### src/rtl/video_pixel_gen_if.sv
// Raster output bundle from the pixel generator to the display PHY/encoder.
// The master drives strobes and pixel data; the slave observes them.
interface video_pixel_gen_if;
  logic        pclk;
  logic        eoh;
  logic        eov;
  logic        hsync;
  logic        vsync;
  logic        blank;
  logic        daten;
  logic [23:0] pdata;

  modport master (
    output pclk, eoh, eov,
    output hsync, vsync,
    output blank, daten,
    output pdata
  );

  modport slave (
    input pclk, eoh, eov,
    input hsync, vsync,
    input blank, daten,
    input pdata
  );
endinterface

### src/rtl/video_pixel_gen.sv
// Programmable raster timing generator with an XY test-pattern source.
// One pixel per clk; outputs are registered one cycle behind the counters.
module video_pixel_gen (
  input  logic        clk,
  input  logic        rst_n,
  input  logic        ctrl_ven,
  input  logic        ctrl_hsync_pol,
  input  logic        ctrl_vsync_pol,
  input  logic        ctrl_blank_pol,
  input  logic        ctrl_daten_pol,
  input  logic [7:0]  Thsync,
  input  logic [7:0]  Thgdel,
  input  logic [15:0] Thgate,
  input  logic [15:0] Thlen,
  input  logic [7:0]  Tvsync,
  input  logic [7:0]  Tvgdel,
  input  logic [15:0] Tvgate,
  input  logic [15:0] Tvlen,
  video_pixel_gen_if.master vid
);

  logic [15:0] hcnt;
  logic [15:0] vcnt;
  logic [15:0] hlast;
  logic [15:0] vlast;
  logic [16:0] hstart;
  logic [16:0] hstop;
  logic [16:0] vstart;
  logic [16:0] vstop;
  logic [7:0]  px;
  logic [7:0]  py;
  logic        hs_i;
  logic        vs_i;
  logic        hact;
  logic        vact;
  logic        act;
  logic        eoh_i;
  logic        eov_i;
  logic        idle;

  logic        hsync_q;
  logic        vsync_q;
  logic        blank_q;
  logic        daten_q;
  logic        eoh_q;
  logic        eov_q;
  logic [23:0] pdata_q;

  // A zero length is treated as one so the wrap point never underflows.
  assign hlast = (Thlen == 16'd0) ? 16'd0 : Thlen - 16'd1;
  assign vlast = (Tvlen == 16'd0) ? 16'd0 : Tvlen - 16'd1;

  assign hstart = {9'd0, Thsync} + {9'd0, Thgdel};
  assign hstop  = hstart + {1'b0, Thgate};
  assign vstart = {9'd0, Tvsync} + {9'd0, Tvgdel};
  assign vstop  = vstart + {1'b0, Tvgate};

  assign hs_i  = hcnt < {8'd0, Thsync};
  assign vs_i  = vcnt < {8'd0, Tvsync};
  assign hact  = ({1'b0, hcnt} >= hstart) &&
                 ({1'b0, hcnt} < hstop);
  assign vact  = ({1'b0, vcnt} >= vstart) &&
                 ({1'b0, vcnt} < vstop);
  assign act   = hact & vact;
  assign eoh_i = hcnt >= hlast;
  assign eov_i = eoh_i & (vcnt >= vlast);

  // Offsets only need their low byte, so subtract in 8 bits.
  assign px = hcnt[7:0] - hstart[7:0];
  assign py = vcnt[7:0] - vstart[7:0];

  assign idle = rst_n | ~ctrl_ven;

  always_ff @(posedge clk) begin
    if (idle) begin
      hcnt <= 16'd0;
      vcnt <= 16'd0;
    end else if (eoh_i) begin
      hcnt <= 16'd0;
      vcnt <= eov_i ? 16'd0 : vcnt + 16'd1;
    end else begin
      hcnt <= hcnt + 16'd1;
    end
  end

  always_ff @(posedge clk) begin
    if (idle) begin
      hsync_q <= ctrl_hsync_pol;
      vsync_q <= ctrl_vsync_pol;
      blank_q <= ~ctrl_blank_pol;
      daten_q <= ctrl_daten_pol;
      eoh_q   <= 1'b0;
      eov_q   <= 1'b0;
      pdata_q <= 24'd0;
    end else begin
      hsync_q <= hs_i ^ ctrl_hsync_pol;
      vsync_q <= vs_i ^ ctrl_vsync_pol;
      blank_q <= ~act ^ ctrl_blank_pol;
      daten_q <= act ^ ctrl_daten_pol;
      eoh_q   <= eoh_i;
      eov_q   <= eov_i;
      pdata_q <= act ? {px, py, px ^ py} : 24'd0;
    end
  end

  assign vid.pclk  = ~clk;
  assign vid.hsync = hsync_q;
  assign vid.vsync = vsync_q;
  assign vid.blank = blank_q;
  assign vid.daten = daten_q;
  assign vid.eoh   = eoh_q;
  assign vid.eov   = eov_q;
  assign vid.pdata = pdata_q;

endmodule

### src/flat_wrapper.sv
// flat-port wrapper written by rule: the top's interface ports become plain ports
module video_pixel_gen_flat 
  (clk, rst_n, ctrl_ven, ctrl_hsync_pol, ctrl_vsync_pol, ctrl_blank_pol, ctrl_daten_pol, Thsync, Thgdel, Thgate, Thlen, Tvsync, Tvgdel, Tvgate, Tvlen, vid_pclk, vid_eoh, vid_eov, vid_hsync, vid_vsync, vid_blank, vid_daten, vid_pdata);
  video_pixel_gen_if vid_i ();
  input  logic clk;
  input  logic rst_n;
  input  logic ctrl_ven;
  input  logic ctrl_hsync_pol;
  input  logic ctrl_vsync_pol;
  input  logic ctrl_blank_pol;
  input  logic ctrl_daten_pol;
  input  logic [7:0] Thsync;
  input  logic [7:0] Thgdel;
  input  logic [15:0] Thgate;
  input  logic [15:0] Thlen;
  input  logic [7:0] Tvsync;
  input  logic [7:0] Tvgdel;
  input  logic [15:0] Tvgate;
  input  logic [15:0] Tvlen;
  output wire logic [$bits(vid_i.pclk)-1:0] vid_pclk;
  output wire logic [$bits(vid_i.eoh)-1:0] vid_eoh;
  output wire logic [$bits(vid_i.eov)-1:0] vid_eov;
  output wire logic [$bits(vid_i.hsync)-1:0] vid_hsync;
  output wire logic [$bits(vid_i.vsync)-1:0] vid_vsync;
  output wire logic [$bits(vid_i.blank)-1:0] vid_blank;
  output wire logic [$bits(vid_i.daten)-1:0] vid_daten;
  output wire logic [$bits(vid_i.pdata)-1:0] vid_pdata;
  assign vid_pclk = vid_i.pclk;
  assign vid_eoh = vid_i.eoh;
  assign vid_eov = vid_i.eov;
  assign vid_hsync = vid_i.hsync;
  assign vid_vsync = vid_i.vsync;
  assign vid_blank = vid_i.blank;
  assign vid_daten = vid_i.daten;
  assign vid_pdata = vid_i.pdata;
  video_pixel_gen u_core (.clk(clk), .rst_n(rst_n), .ctrl_ven(ctrl_ven), .ctrl_hsync_pol(ctrl_hsync_pol), .ctrl_vsync_pol(ctrl_vsync_pol), .ctrl_blank_pol(ctrl_blank_pol), .ctrl_daten_pol(ctrl_daten_pol), .Thsync(Thsync), .Thgdel(Thgdel), .Thgate(Thgate), .Thlen(Thlen), .Tvsync(Tvsync), .Tvgdel(Tvgdel), .Tvgate(Tvgate), .Tvlen(Tvlen), .vid(vid_i));
endmodule
### config.mk
export PLATFORM = sky130hd
export DESIGN_NAME = video_pixel_gen_flat
export DESIGN_NICKNAME = d
export VERILOG_FILES = /design/src/rtl/video_pixel_gen_if.sv /design/src/rtl/video_pixel_gen.sv /design/src/flat_wrapper.sv
export SDC_FILE = /design/constraint.sdc
export NUM_CORES = 1
export LEC_CHECK = 0
export ABC_AREA = 1
export CORE_ASPECT_RATIO = 2
export CORE_MARGIN = 5
export CORE_UTILIZATION = 45
export CTS_BUF_LIST = sky130_fd_sc_hd__clkbuf_8 sky130_fd_sc_hd__clkbuf_16
export DETAILED_ROUTE_END_ITERATION = 16
export PLACE_DENSITY = 0.74
export SLEW_MARGIN = 20
export SYNTH_ARGS = -nofsm -noshare
export SYNTH_HDL_FRONTEND = slang
export SYNTH_SLANG_ARGS = --single-unit
### constraint.sdc
create_clock -name clk -period 6.6 [get_ports clk]
set_input_delay 1.98 -clock clk [delete_from_list [all_inputs] [get_ports clk]]
set_output_delay 1.98 -clock clk [all_outputs]
set_load 0.05 [all_outputs]
==> results.json <==
{
  "antenna_found_initial": 0,
  "fin_ws_ps": 139,
  "startpoint": "clk",
  "rsz0062_at_grt": "false",
  "cts_buffers": 9,
  "ys_warn_count": 0,
  "die_area_sq_um": 19600,
  "cts_tree": "built",
  "pwr_density_cell_nw_per_um2": 162,
  "postCtsSetupBuffers": 0,
  "yosysTopAreaCell": "ha_1",
  "ys_seq_elements": 62,
  "fin_worst_skew_ps": 8.90,
  "grt_pass1_wl_mm": 32.8,
  "worst_ir_drop_vdd_uv": 122,
  "path_delay_family": "buffers and inverters",
  "synthCells": 1086,
  "max_slew_margin": 0.443,
  "diodes": 0,
  "drtIter0Drc": 227,
  "highest_layer": "met4",
  "synth.yosys.seq_area_share": 0.164,
  "clk_pin_slew_ps": 60,
  "core-area_sq_um": 16600,
  "hp-class": "register to register",
  "dieHeight_um": 193,
  "setup_viol": 0,
  "crit_slowest_cell": "clkdlybuf4s50_1",
  "synth_edf_count": 0,
  "clock_latency_ps": 340,
  "synth_top_flop_cell": "dfxtp_1",
  "crit_chain": "clkbuf_16, clkbuf_16, inv_1, clkdlybuf4s50_1",
  "dr_wl_met2_mm": 9.57,
  "syn-num-nets": 1329,
  "slew_violations": 0,
  "cap_violations": 0,
  "endpoint_kind": "output port",
  "fin_hold_ws_ps": 467,
  "ant_nets": 0,
  "min_from": "u_core.hcnt[0]",
  "criticalPathCategory": "clock port to output port",
  "drc": 0,
  "synth_area_per_cell_sq_um": 6.95,
  "wl_per_cell_um": 13.9,
  "vias": 7410,
  "finalNetCount": 1469,
  "dp_slack_ps": -38.6,
  "leakage_nw": 4.63,
  "final_area_sq_um": 9420,
  "dr.pass1.iters": 5,
  "dp.cells": 1422,
  "via_per_inst": 5.15,
  "overflow": 0,
  "dpl.hpwl_mm": 16.4,
  "grt_usage": 0.206,
  "cp_data_required_time_ps": 4620,
  "grt_pass1_vias": 7287,
  "async_flop_share": 0,
  "startpoint_type": "clock port",
  "path_buf_inv": 4,
  "netlist_area_sq_um": 7550,
  "die_w_um": 102,
  "grt_max_degree": 28,
  "final_util": 0.568,
  "cp_max_fo": 10,
  "crit_path_max_incr_delay_ps": 790,
  "power_mw": 1.53,
  "yosysUniqueCellTypes": 47,
  "yosysMostFrequentCell": "nand2_1",
  "synth_common_cells": "197 x nand2_1, 157 x inv_1, 134 x ha_1",
  "cts_buffer_depth": 2,
  "synth.area.top_cells": "ha_1 22%, dfxtp_1 16%, nand2_1 9.8%",
  "fin_tns_setup_ps": 0,
  "placed_area_sq_um": 9110,
  "cts_max_level": 3,
  "pin_count": 134,
  "outcome": "finished clean",
  "regToRegStartpoint": "u_core.hcnt[1]",
  "gp_congestion": 0.973,
  "rows": 67,
  "instances_no_fill": 1438,
  "path_common_cell": "clkbuf_16",
  "drive_gt1_frac": 0.0626,
  "wl_met3_mm": 1.35,
  "start_util": 0.455,
  "critPathArrivalTime_ps": 4480,
  "area_growth_pct": 24.9,
  "port_buffers": 133,
  "cts_root_buf": "clkbuf_16",
  "hold_viol_final": 0,
  "m1WireLength_mm": 8.50,
  "drt-total-wl_mm": 19.9,
  "synth_top_area_share": 0.222,
  "tightest_slew_ps": 832
}
cell type report:
class | instances | area (sq um)
Clock buffer | 11 | 249
Fill cell | 1568 | 7170
Multi-Input combinational cell | 859 | 5660
Clock inverter | 7 | 72.6
Sequential cell | 62 | 1240
Inverter | 157 | 589
Timing Repair Buffer | 135 | 1360
Tap cell | 207 | 259
cells in the final DEF (no fill, tap or decap), types with 7 or more instances in the layout:
master	n
nand2_1	197
nor3_1	24
nand4_1	23
inv_1	157
nor2_1	124
dfxtp_1	62
clkbuf_16	9
ha_1	134
nand3_1	59
o21ai_1	7
a21oi_1	88
xor2_1	48
nor2_4	21
o21ai_0	24
nand2_2	10
xnor2_1	33
or2_2	9
clkdlybuf4s50_1	133
routing by layer:
layer	vias up	GRT usage
met5	-	0
met4	0	0.0630
met3	42	0.0429
met2	224	0.353
met1	3286	0.255
li1	3858	-
registers in the layout, summed over array words and instances (netlist names):
| register | cells |
|---|---|
| u_core.hcnt | 16 |
| u_core.vid.eoh | 1 |
| u_core.vid.hsync | 1 |
| u_core.vid.vsync | 1 |
| u_core.vid.pdata | 24 |
| u_core.vcnt | 16 |
| u_core.vid.eov | 1 |
| u_core.vid.daten | 1 |
| u_core.vid.blank | 1 |
report_power, final:
group | switching [mW] | internal, mW | total, mW | leakage (nW)
clock | 0.216 | 0.315 | 0.531 | 0.154
sequential | 0.00163 | 0.377 | 0.379 | 0.501
combinational | 0.354 | 0.267 | 0.621 | 3.98
timing repair:
action | CTS | global route
gates resized for setup | 0 | 7
hold buffers | 0 | 0
setup endpoints to repair | 0 | 25
kinds of logic (layout without fill, tap and decap cells):
family | Yosys count | after routing | share of synthesized area
AOI/OAI and AO/OA | 151 | 151 | 0.110
xor gates and xnor gates | 82 | 82 | 0.0962
DFF | 62 | 62 | 0.164
adders and majority gates | 140 | 140 | 0.238
buffers and inverters | 165 | 310 | 0.0872
and+or+nand+nor | 486 | 486 | 0.304
worst paths after layout:
path | depth (start not counted) | slack, ps | end
max | 4 | 140 | vid_pclk
min | 1 | 470 | u_core.hcnt[0]
min reg2reg | 1 | 470 | u_core.hcnt[0]
max reg2reg | 9 | 4110 | u_core.vcnt[1]
Power figures use the tool's default switching activity.
